`src/rtl/bram_arb_pkg.sv`:
```
// Shared types for the two-master bram arbiter.
package bram_arb_pkg;

  typedef enum logic [1:0] {ARB_IDLE, ARB_ISSUE, ARB_WAIT} arb_state_t;

  localparam int NUM_MASTERS = 2;

endpackage

```
`src/rtl/bram_arb_select.sv`:
```
// Combinational winner pick for the bram arbiter.
// Macro: BRAM_ARB_ROUND_ROBIN_EN selects round-robin pointer update; otherwise fixed m0 priority.
module bram_arb_select
  import bram_arb_pkg::*;
(
  input  logic [NUM_MASTERS-1:0] req,
  input  logic                   ptr,
  output logic                   win,
  output logic                   ptr_next
);

  always_comb begin
    // Ties go to the master named by ptr; a lone requester always wins.
    win = (req[0] && req[1]) ? ptr : req[1];
`ifdef BRAM_ARB_ROUND_ROBIN_EN
    ptr_next = ~win;
`else
    ptr_next = 1'b0;
`endif
  end

endmodule

```
`src/rtl/bram_arbiter.sv`:
```
// Two-master arbiter sharing one single-port bram: IDLE -> ISSUE -> WAIT FSM.
// Macro: BRAM_ARB_ROUND_ROBIN_EN enables round-robin tie-breaking (see bram_arb_select).
module bram_arbiter
  import bram_arb_pkg::*;
#(
  parameter int ADDR_W = 32
) (
  input  logic              clk,
  input  logic              reset_i,
  input  logic              m0_sel_i,
  input  logic              m1_sel_i,
  input  logic              m0_wr_en_i,
  input  logic              m1_wr_en_i,
  input  logic [3:0]        m0_wr_mask_i,
  input  logic [3:0]        m1_wr_mask_i,
  input  logic [ADDR_W-1:0] m0_address_i,
  input  logic [ADDR_W-1:0] m1_address_i,
  input  logic [31:0]       m0_data_i,
  input  logic [31:0]       m1_data_i,
  output logic [31:0]       m0_data_o,
  output logic [31:0]       m1_data_o,
  output logic              m0_ack_o,
  output logic              m1_ack_o,
  output logic              s_sel_o,
  output logic              s_wr_en_o,
  output logic [3:0]        s_wr_mask_o,
  output logic [ADDR_W-1:0] s_address_o,
  output logic [31:0]       s_data_o,
  input  logic [31:0]       s_data_i,
  input  logic              s_ack_i
);

  arb_state_t             state;
  logic                   grant;
  logic                   ptr;
  logic                   win;
  logic                   ptr_next;
  logic                   done;
  logic [NUM_MASTERS-1:0] req;

  assign req = {m1_sel_i, m0_sel_i};

  bram_arb_select u_select (
    .req      (req),
    .ptr      (ptr),
    .win      (win),
    .ptr_next (ptr_next)
  );

  always_ff @(posedge clk) begin
    if (reset_i) begin
      state       <= ARB_IDLE;
      grant       <= 1'b0;
      ptr         <= 1'b0;
      s_sel_o     <= 1'b0;
      s_wr_en_o   <= 1'b0;
      s_wr_mask_o <= '0;
      s_address_o <= '0;
      s_data_o    <= '0;
    end else begin
      case (state)
        ARB_IDLE: begin
          if (|req) begin
            grant       <= win;
            ptr         <= ptr_next;
            s_sel_o     <= 1'b1;
            s_wr_en_o   <= win ? m1_wr_en_i   : m0_wr_en_i;
            s_wr_mask_o <= win ? m1_wr_mask_i : m0_wr_mask_i;
            s_address_o <= win ? m1_address_i : m0_address_i;
            s_data_o    <= win ? m1_data_i    : m0_data_i;
            state       <= ARB_ISSUE;
          end
        end
        ARB_ISSUE: begin
          s_sel_o <= 1'b0;
          state   <= ARB_WAIT;
        end
        ARB_WAIT: begin
          if (s_ack_i) state <= ARB_IDLE;
        end
        default: state <= ARB_IDLE;
      endcase
    end
  end

  // Slave acks outside WAIT are stale and never reach a master.
  always_comb begin
    done      = (state == ARB_WAIT) && s_ack_i;
    m0_ack_o  = done && !grant;
    m1_ack_o  = done && grant;
    m0_data_o = s_data_i;
    m1_data_o = s_data_i;
  end

endmodule

```
`config.mk`:
```
export PLATFORM = sky130hd
export DESIGN_NAME = bram_arbiter
export DESIGN_NICKNAME = d
export VERILOG_FILES = /design/src/rtl/bram_arb_pkg.sv /design/src/rtl/bram_arb_select.sv /design/src/rtl/bram_arbiter.sv
export SDC_FILE = /design/constraint.sdc
export NUM_CORES = 1
export LEC_CHECK = 0
export BUFFER_PORTS_ARGS = -buffer_cell sky130_fd_sc_hd__buf_2
export CAP_MARGIN = 20
export CORE_AREA = 2 2 121 123
export CTS_BUF_LIST = sky130_fd_sc_hd__clkbuf_8
export DETAILED_ROUTE_END_ITERATION = 6
export DIE_AREA = 0 0 123 125
export GPL_TIMING_DRIVEN = 0
export SYNTH_ARGS = -nofsm -noshare
export SYNTH_HDL_FRONTEND = slang
export SYNTH_SLANG_ARGS = --single-unit
```
`constraint.sdc`:
```
create_clock -name clk -period 1.7 [get_ports clk]
set_input_delay 0.085 -clock clk [delete_from_list [all_inputs] [get_ports clk]]
set_output_delay 0.085 -clock clk [all_outputs]
set_load 0.05 [all_outputs]
```
======== Word-level counts from Yosys, hierarchy flattened ========
Cells that the tools add are included.
storage, ports and cells
  flip-flop bits (word level) ............. 73
  input port bits ......................... 175
  output and inout bits ................... 136
  word-level logic and storage cells ...... 32
cells by class
  equal/unequal tests ..................... 4
  muxes and demuxes ....................... 10
  reduce and logical (&&, ||, !) cells .... 11
operators with widths
  cell                number
  $mux 32             2
  $pmux 2 s3          1
  $reduce_and 2->1    3
  $logic_and 1x1->1   4
  $mux 2              2
  $mux 4              1
  $ne 2x2->1 const B  2
  $mux 1              3
  $eq 2x1->1 const B  1
  $eq 2x2->1 const B  1
  $logic_not 2->1     1
  $pmux 1 s2          1
  $reduce_bool 2->1   1
  $reduce_or 2->1     1
  $logic_not 1->1     1

======== Logic depth before layout (Yosys ltp) ========
Gate-level depths: netlist of run 1.
  depth in word-level cells ............... 3
  mapped depth ............................ 6
  gate-level depth less buffers ........... 3

======== By module ========
From an unflattened synthesis of run 1, not the netlist that was laid out.
second synthesis, totals
  cells, all modules ...................... 409
  area total of the unflattened synthesis .. 3,836.2 um^2
by module, submodules not included
  module           times used  cells each  area each (um^2)  seq. area each (um^2)
  bram_arbiter     1           405         3,813.7           1,481.4
  bram_arb_select  1           4           22.5              0.0

======== Worst setup path after synthesis of run 1 ========
Ideal clock, no wire load.
  path kind ............................... register -> output
  from .................................... register state[0]
  to ...................................... output port m0_ack_o
  arrival time ............................ 1,342 ps
  required time ........................... 1,615 ps
  slack ................................... 273 ps
  stages on the path, launching flop included .. 5
  buffers on the path ..................... 1
  cell sequence ........................... dfxtp_1 -> clkbuf_1 -> nor2b_1 -> nand2_1 -> nor2_1
between the ends
  word-level cells in the longest chain between the ends .. 3
ends and longest elaborated chain
  what                    RTL line            RTL
  from (decl)             bram_arbiter.sv:33  arb_state_t state;
  from (signal assigned)  bram_arbiter.sv:52  state <= ARB_IDLE;
  from (signal assigned)  bram_arbiter.sv:71  state <= ARB_ISSUE;
  from (signal assigned)  bram_arbiter.sv:76  state <= ARB_WAIT;
  $eq 2x2->1              bram_arbiter.sv:88  done = (state == ARB_WAIT) && s_ack_i;
  $logic_and 1x1->1       bram_arbiter.sv:88
  $logic_and 1x1->1       bram_arbiter.sv:89  m0_ack_o = done && !grant;
  to (decl)               bram_arbiter.sv:22  output logic m0_ack_o,
No other way between the ends.

======== Worst setup path in the final report of run 1 ========
  from .................................... register state[1]
  to ...................................... register s_wr_mask_o[3]
between the ends
  word-level cells in the longest chain between the ends .. 2
ends and longest elaborated chain
  what                        RTL line            RTL
  $logic_not 2->1             bram_arbiter.sv:61  case (state)
  $reduce_and 2->1 (no line)  -
  to (signal assigned)        bram_arbiter.sv:68  s_wr_mask_o <= win ? m1_wr_mask_i : m0_wr_mask_i;
  to (decl)                   bram_arbiter.sv:26  output logic [3:0] s_wr_mask_o,
No other way between the ends.
A chain may end at the register's enable or synchronous reset.

==> metrics.cfg, run 1 <==
[place]
numPortBuffers=277
dp_hpwl_mm=11.0
dp_cells=939
place_congestion=0.775

[sta]
max_freq_mhz=635
maxSlewHeadroom_pct=48.1
worst_pin_slew_ns=0.779
drv_slew=0
whs_ns=0.118
rsz0062_at_grt=false
fin_setup_tns_ns=0
setup_viol=0
fin_crit_ns=1.58
finalCritPeriodShare_pct=92.7
finClkSkew_ns=0.00861
finalHoldViolCount=0

[cts]
clockRootBuffer=clkbuf_8
path_clk_slew_ns=0.08
cts_tree=done
clock_path_buffers=2
htree_levels=3
cts_buffers=9
numClockSinks=73
clkLatencyLatePin_ns=0.37

[global_routing]
grt_pass1_wl_mm=23.0
grt-ovfl-total=0
busiest_layer=met2
grt_use_met1_pct=22.2
grt_pass1_vias=4618
antenna_found_initial=0
use_met2_pct=33.0
grt_max_degree=12
grt_util_all_layers_pct=19.1
grt_use_met3_pct=4.29

[floorplan]
ios=311
rows=44
die-area_um2=15400
coreArea_um2=14200
start_util_pct=31.3
die_y_um=125
die_x_um=123

[finish]
drive_gt1_share_pct=52.6
finalNonFillerCells=1024
diodes=0
area_growth_pct=56.3
fin_util_pct=49.0
nets=1010

[synthesis]
ys_warn_count=0
synth_seq_cells=73
syn-cell-area_um2=4450
netlist-cell-type-count=24
synth_area_leaders=dfxtp_1, a221oi_2, a211oi_1
synth_top_area_share_pct=32.9
yosysSeqAreaShare_pct=32.9
syn_nets=653
synth_top_area_cell=dfxtp_1
syn_avg_cell_area_um2=9.31
syn_inst=478

[critical_path]
required_ns=1.98
r2r_cells=5
worstSetupEndpointType=register
path_class=register to register
path_max_fanout=10
critPathLaunchType=register
cp.arrival_ns=1.86

[route]
ant_nets=0
avgViaCountPerCell=4.63
detail_route.first_pass.iterations=4
routed_wl_mm=15.3
drtIter0Drc=131
wl_per_cell_um=14.9
routed-via-count=4736
drc=0

[pwr]
leakage_nw=3.33
peakVddDrop_uv=392
p_per_area_nw_per_um2=895

[status]
status=finished clean

[worst_hold_path]
hold_depth=3
hold_path_class=input port to register

[flow_run]
drv_cap=0

[sequential cells by signal, summed over array words and instances (netlist names)]
signal       cells
s_address_o     32
state            2
s_data_o        32
s_wr_mask_o      4
s_wr_en_o        1
s_sel_o          1
grant            1
[cell families (layout without fill, tap and decap cells)]
logic type,Yosys count,in the layout,synth area share [%]
buf+inv,181,543,24.1
compound gates,142,142,35.4
simple gates,82,82,7.68
flops,73,73,32.9
[worst paths after layout]
| check | to | from | slack (ns) |
|---|---|---|---|
| setup / recovery | s_wr_mask_o[3] | state[1] | 0.12 |
| hold / removal | s_address_o[7] | m0_address_i[7] | 0.12 |
| setup reg to reg | s_wr_mask_o[3] | state[1] | 0.12 |
| hold reg to reg | s_data_o[24] | s_data_o[24] | 0.46 |
[power breakdown]
group	switching (W)	total [W]	internal, W
logic	0.00185	0.00283	0.000974
registers	0.0000941	0.00201	0.00192
clock network	0.000688	0.00139	0.000698
[cell type report]
type | instances | area, um^2
Clock buffer | 10 | 138
Fill cell | 1403 | 7250
Buffer | 112 | 813
Inverter | 69 | 259
Clock inverter | 6 | 51.3
Tap cell | 184 | 230
Multi-Input combinational cell | 224 | 1920
Timing Repair Buffer | 346 | 2080
Sequential cell | 73 | 1460
[critical path, stage by stage (launching register included)]
cell,delay [ns]
dfxtp_1,0.37
o21bai_1,0.14
buf_6,0.18
buf_1,0.42
a211oi_1,0.13
a221oi_2,0.24
[synth_stat cells, drive strengths merged]
cell type	number
clkbuf	30
nand2	69
nor3b	1
dfxtp	73
o21bai	1
inv	69
o21ai	1
nor2	2
or3	1
a21oi	2
a211oi	69
nor2b	3
or2	1
nand2b	3
and3	1
a2111oi	1
buf	82
a221oi	68
and3b	1
[routing by layer]
layer | part of all wire (%) | routed length [um]
met2 | 49 | 7510
met5 | 0 | 0
met1 | 41 | 6280
met3 | 6.8 | 1040
met4 | 2.9 | 440
[cells in the final DEF, fill, tap and decap left out]
cell type      Yosys  final
buf_4             66     67
and3_1             1      1
buf_12             8      8
clkbuf_8           0     10
o21bai_1           1      1
buf_2              4    280
a2111oi_0          1      1
dlygate4sd3_1      0     69
bufinv_16          0      1
buf_6              1      1
clkinv_2           0      2
clkbuf_1          30     28
nor2b_1            3      2
o21ai_1            1      1
and3b_1            1      1
or2_4              1      1
a211oi_1          68     68
dfxtp_1           73     73
buf_1              3      3
clkbuf_2           0      1
nor3b_1            1      1
a21oi_1            2      2
nor2b_2            0      1
nor2_1             2      2
or3_1              1      1
a211oi_2           1      1
nand2b_1           3      3
inv_1             69     72
a221oi_2          68     68
nand2_1           69     69
clkbuf_4           0      1
[stage by stage]
stage               cell area (um^2)  worst slack, ns  power, W
floorplan                       4450            0.273   0.00412
global placement                6060         -0.00149   0.00476
detailed placement              6060          -0.0237   0.00477
CTS                             6950           0.0264   0.00629
global route                    6950          0.00982   0.00651
finish                          6950            0.124   0.00623
[what timing repair did]
| item | in CTS | in global routing |
|---|---|---|
| gates cloned | 0 | 0 |
| buffers inserted | 0 | 0 |
| hold buffers | 69 | 0 |
| resized for setup | 3 | 4 |
| endpoints found under the setup margin | 52 | 4 |
| hold endpoints to repair | 69 | 0 |
No activity file was read; power rests on OpenSTA's default activity.
==> run 2: changes to the inputs <==
--- a/config.mk
+++ b/config.mk
@@ -5,6 +5,7 @@
 export SDC_FILE = /design/constraint.sdc
 export NUM_CORES = 1
 export LEC_CHECK = 0
+export ABC_AREA = 1
 export BUFFER_PORTS_ARGS = -buffer_cell sky130_fd_sc_hd__buf_2
 export CAP_MARGIN = 20
 export CORE_AREA = 2 2 121 123
@@ -12,6 +13,7 @@
 export DETAILED_ROUTE_END_ITERATION = 6
 export DIE_AREA = 0 0 123 125
 export GPL_TIMING_DRIVEN = 0
+export SLEW_MARGIN = 25
 export SYNTH_ARGS = -nofsm -noshare
 export SYNTH_HDL_FRONTEND = slang
 export SYNTH_SLANG_ARGS = --single-unit
==> run 2 against run 1 <==
Net effect:
- global-route usage down 0.74 points
- final area down 8.5%
- non-clock buffer count down 60
- critical endpoint is now m0_ack_o
- wire length down 4.6%
- register-to-register slack better by 0.28 ns
- via count up 8.2%
- largest cell class unchanged
- synthesized cell count up 58%
- sequential share of layout area up 2.0 points
- die area unchanged
- critical path depth down 2
- maximum frequency up 19%
==> metrics.cfg, run 2 <==
[status]
status=finished clean

[floorplan]
die_x_um=123
die-area_um2=15400
rows=44
start_util_pct=31.1
ios=311
die_y_um=125
coreArea_um2=14200

[pwr]
power.share.sequential_pct=34.1
internal_power_w=0.00336
p_per_area_nw_per_um2=927
p_sw_w=0.00254
p_sw_share_pct=43.0
peakVddDrop_uv=438
leakage_nw=3.83
power_frac_clock_pct=23.1
p_comb_share_pct=42.7

[synthesis]
synth_commonest_cells=nand2_1, nor2_1, dfxtp_1
async_flop_share_pct=0
syn_nets=931
synth_flop_cell=dfxtp_1
yosysSeqAreaShare_pct=33.0
synth_mux_area_share_pct=0
synth_edf_count=0
syn-cell-area_um2=4420
synth_area_leaders=dfxtp_1, nand2_1, nor2_1
synth_compound_gate_area_share_pct=0.339
synth_top_family_by_area=simple AND/OR/NAND/NOR gates
syn_avg_cell_area_um2=5.85
synth_top_area_cell=dfxtp_1
synth-simple-area-share_pct=44.4
netlist-cell-type-count=14
ys_warn_count=0
synth_xor_area_share_pct=0
synth_seq_cells=73
syn_inst=756
synth_adder_area_share_pct=0
synth_top_area_share_pct=33.0
synth.most_common_cell=nand2_1

[sta]
max_freq_mhz=755
fin_crit_ns=1.32
setup_viol=0
finalHoldViolCount=0
fin_setup_tns_ns=0
finClkSkew_ns=0.00861
finalCritPeriodShare_pct=77.9
fin_ws_ns=0.375
maxSlewHeadroom_pct=59.3
rsz0062_at_grt=false
whs_ns=0.0176
drv_slew=0
worst_pin_slew_ns=0.610

[finish]
n_fill_cell=1595
area_growth_pct=43.8
drive_gt1_share_pct=35.5
layout_common_cells=buf_2, nand2_1, nor2_1, inv_1, dfxtp_1
largestRegisters=s_address_o: 32 flops, s_data_o: 32 flops, s_wr_mask_o: 4 flops
nets=1232
final_common_cell=buf_2
finalNonFillerCells=1246
diodes=0

[place]
dp_cells=1217
pre_cts_ws_ns=0.300
numPortBuffers=277
dp_hpwl_mm=11.4
place_congestion=0.743

[critical_path]
path_max_fanout=4
path_delay_family=flip-flops
cp_slowest_cell=dfxtp_1
critPathMaxStageDelay_ns=0.38
path_class=register to output pin
worstSetupEndpointType=output pin
required_ns=1.62
path_cells=nand3_1 > nor2_1 > buf_2
cp.arrival_ns=1.24
r2r_slack_ns=0.40
cp_num_buf_inv=1
critPathLaunchType=register

[cts]
cts_buffers=9
post_cts_buffers=0
htree_levels=3
path_clk_slew_ns=0.08
hold_buffers=13
clkLatencyLatePin_ns=0.37
clockRootBuffer=clkbuf_8
cts_tree=done
numClockSinks=73
ctsResizeCount=0
clock_path_buffers=2

[route]
detail_route.first_pass.iterations=4
avgViaCountPerCell=4.11
ant_nets=0
wl_per_cell_um=11.7
drc=0
routed_wl_mm=14.6
routed-via-count=5124
drtIter0Drc=193

[global_routing]
antenna_found_initial=0
grt_max_degree=12
grt_pass1_wl_mm=22.1
grt_pass1_vias=4599
grt_util_all_layers_pct=18.3
grt-ovfl-total=0

[worst_hold_path]
hold_path_class=input port to register

[flow_run]
drv_cap=0

## run 2: cell types whose count changed in the layout (fill, tap and decap cells not counted), moves of 3 or more
| cell | previous run | this run |
|---|---|---|
| nand2_1 | 69 | 280 |
| nor2_1 | 2 | 143 |
| nand3_1 | 0 | 71 |
| a211oi_1 | 68 | 0 |
| a221oi_2 | 68 | 0 |
| dlygate4sd3_1 | 69 | 13 |
| buf_12 | 8 | 0 |
| buf_2 | 280 | 287 |
| clkbuf_1 | 28 | 23 |
| buf_6 | 1 | 4 |
| inv_1 | 72 | 75 |
| inv_2 | 0 | 3 |
| nand2b_1 | 3 | 0 |
## run 2: kinds of logic after synthesis
| family | Yosys count |
|---|---|
| buffers and inverters | 183 |
| and+or+nand+nor | 497 |
| AOI/OAI and AO/OA | 3 |
| DFF | 73 |
## run 2: area by class of cell
cell class	count	area (um^2)	share of cell area, %
multi-input combinational	500	1980	31.1
timing repair buffer	290	1520	23.8
sequential	73	1460	23.0
buffer	108	703	11.1
inverter	75	282	4.43
tap	184	230	3.62
clock buffer	10	138	2.16
clock inverter	6	51.3	0.807
## run 2: path summary, 6_finish.rpt
kind / startpoint / to / cells past startpoint
worst max register to register: state[1] / s_data_o[31] / 6
worst max-delay path: state[1] / m0_ack_o / 3
worst min register to register: s_sel_o / s_sel_o / 2
worst min-delay path: m0_wr_mask_i[2] / s_wr_mask_o[2] / 5
## run 2: worst reg2reg max path: stages, from the launching register on
cell,delay (ns)
dfxtp_1,0.34
nor2_1,0.17
nand2_2,0.13
buf_6,0.18
buf_2,0.19
nor2_1,0.14
nor2_1,0.05
## run 2: power groups by stage
stage	sequential, W	clock, W	combinational, W
floorplan	0.00276	0	0.00117
global placement	0.00204	0	0.00252
detailed placement	0.00205	0	0.00252
CTS	0.00201	0.00143	0.00255
global route	0.00204	0.00148	0.00273
finish	0.00201	0.00137	0.00252
## run 2: per-stage QoR
step / utilization (%) / power (W) / cell area, um^2
6_report: 44.8 / 0.00590 / 6360
5_1_grt: 44.8 / 0.00626 / 6360
3_5_place_dp: 42.5 / 0.00457 / 6040
4_1_cts: 44.8 / 0.00599 / 6360
2_1_floorplan: - / 0.00392 / 4420
3_3_place_gp: 42.5 / 0.00456 / 6040
## run 2: routing by layer
metal / GRT usage, % / vias up / share of wire, %
met2: 32.3 / 187 / 49
met3: 5.06 / 13 / 8.4
met1: 21.3 / 2150 / 41
met5: 0 / - / 0
li1: - / 2774 / -
met4: 5.61 / 0 / 1.3
==> run 3: changes to the inputs <==
==> constraint.sdc (replaced) <==
create_clock -name clk -period 1.3 [get_ports clk]
set_input_delay 0.065 -clock clk [delete_from_list [all_inputs] [get_ports clk]]
set_output_delay 0.065 -clock clk [all_outputs]
set_load 0.05 [all_outputs]
==> run 3 against run 2 <==
Net effect:
- clock-buffer cell count stayed put
- combinational power is 36% higher
- final area is 6.3% higher
- sequential power is 31% higher
- clock power is 30% higher
- worst hold slack worse by 0.010 ns
==> metrics.cfg, run 3 (synthesized netlist as in run 2, its figures left out) <==
[route]
routed-wl-met2_mm=7.38
detail_route.first_pass.iterations=4
wl_met3_mm=1.27
routed_wl_mm=15.1
drtIter0Drc=177
drc=0
wl_met1_mm=6.20
highest_layer=met4
ant_nets=0
wl_per_cell_um=11.8
routed-via-count=5247
avgViaCountPerCell=4.10

[floorplan]
die-area_um2=15400
die_y_um=125
coreArea_um2=14200
ios=311
rows=44
start_util_pct=31.1
die_x_um=123

[global_routing]
grt_pass1_vias=4756
grt_max_degree=12
antenna_found_initial=0
grt_pass1_wl_mm=22.7
grt-ovfl-total=0
grt_util_all_layers_pct=18.7

[finish]
drive_gt1_share_pct=35.4
nets=1266
largestRegisters=s_address_o: 32 flops, s_data_o: 32 flops, s_wr_mask_o: 4 flops
diodes=0
area_growth_pct=52.8
final_common_cell=nand2_1
fin_area_um2=6760
layout_common_cells=nand2_1, buf_2, nor2_1, buf_4, inv_1
finalNonFillerCells=1280
n_fill_cell=1543

[cts]
path_clk_slew_ns=0.07
cts_tree=done
cts_buffers=9
clock_path_buffers=2
numClockSinks=73
htree_levels=3
clockRootBuffer=clkbuf_8
clkLatencyLatePin_ns=0.37

[place]
placed_cell_area_um2=6040
dp_cells=1217
dp_hpwl_mm=11.4
numPortBuffers=277
place_congestion=0.743

[pwr]
p_per_area_nw_per_um2=1160
finalPower_w=0.00784
leakage_nw=4.00
peakVddDrop_uv=581

[critical_path]
path_class=register to output pin
worstSetupEndpointType=output pin
r2r_slack_ns=0.11
cp.arrival_ns=1.17
reg2reg_from=state[0]
required_ns=1.24
path_max_fanout=3
r2r_end=s_data_o[7]
r2r_cells=6
critPathLaunchType=register

[sta]
drv_slew=0
max_freq_mhz=812
maxSlewHeadroom_pct=59.3
finClkSkew_ns=0.00778
setup_viol=0
finalCritPeriodShare_pct=94.7
rsz0062_at_grt=false
finalHoldViolCount=0
fin_crit_ns=1.23
worst_pin_slew_ns=0.610

[worst_hold_path]
hold_start=m0_data_i[30]
holdPathEnd=s_data_o[30]
hold_path_class=input port to register
hold_depth=5

[flow_run]
drv_cap=0

[status]
status=finished clean

[run 3: changes by cell type in the layout (fill, tap and decap cells not counted), sizes merged]
cell / change
dlygate4sd3: +32
dlymetal6s4s: +1
buf: +1
[run 3: worst max path at each step]
| stage | startpoint | to | slack (ns) | cells past startpoint |
|---|---|---|---|---|
| floorplan | state[1] | m0_ack_o | 0.14 | 2 |
| finish | state[0] | m1_ack_o | 0.07 | 4 |
| detailed placement | m0_sel_i | s_data_o[29] | -0.08 | 9 |
| global route | state[0] | m0_ack_o | 0.01 | 4 |
| global placement | m0_sel_i | s_address_o[1] | -0.11 | 9 |
| CTS | state[1] | m0_ack_o | 0.02 | 3 |
[run 3: worst max-delay path, cell delays in order (launching register included)]
cell	delay [ns]
dfxtp_2	0.34
inv_1	0.08
nand3_2	0.07
nor2_1	0.10
buf_4	0.21
[run 3: metal layers]
metal | global-route usage [%] | up-vias
met3 | 5.25 | 15
met4 | 5.88 | 0
li1 | - | 2843
met2 | 33.3 | 187
met1 | 21.4 | 2202
met5 | 0 | -
[run 3: final cells by class]
cell class | count | area, um^2 | share of cell area (%)
Buffer | 108 | 724 | 10.7
Clock buffer | 10 | 138 | 2.04
Clock inverter | 6 | 51.3 | 0.759
Inverter | 75 | 282 | 4.16
Multi-Input combinational cell | 500 | 2010 | 29.7
Sequential cell | 73 | 1460 | 21.7
Tap cell | 184 | 230 | 3.41
Timing Repair Buffer | 324 | 1870 | 27.6
[run 3: repair_timing]
action                                  4_1_cts  5_1_grt
endpoints found under the hold margin        47        0
endpoints found under the setup margin       66       70
hold buffers                                 46        0
setup buffers                                 1        0
gates resized for setup                       3       27
pin swaps                                     1        5
[run 3: per-stage QoR]
step	TNS (ns)	hold WS, ns	setup WS (ns)	util (%)
6_report	0	0.00713	0.0687	47.6
5_1_grt	0	0.0155	0.0142	47.6
4_1_cts	0	0.000897	0.0161	47.2
3_5_place_dp	-2.35	0.325	-0.0803	42.5
3_3_place_gp	-3.09	0.317	-0.108	42.5
2_1_floorplan	0	0.134	0.145	-
[run 3: report_power, final]
part | internal (W) | switching (W)
combinational | 0.00107 | 0.00235
clock | 0.000912 | 0.000871
sequential | 0.00251 | 0.000128
total | 0.00450 | 0.00335
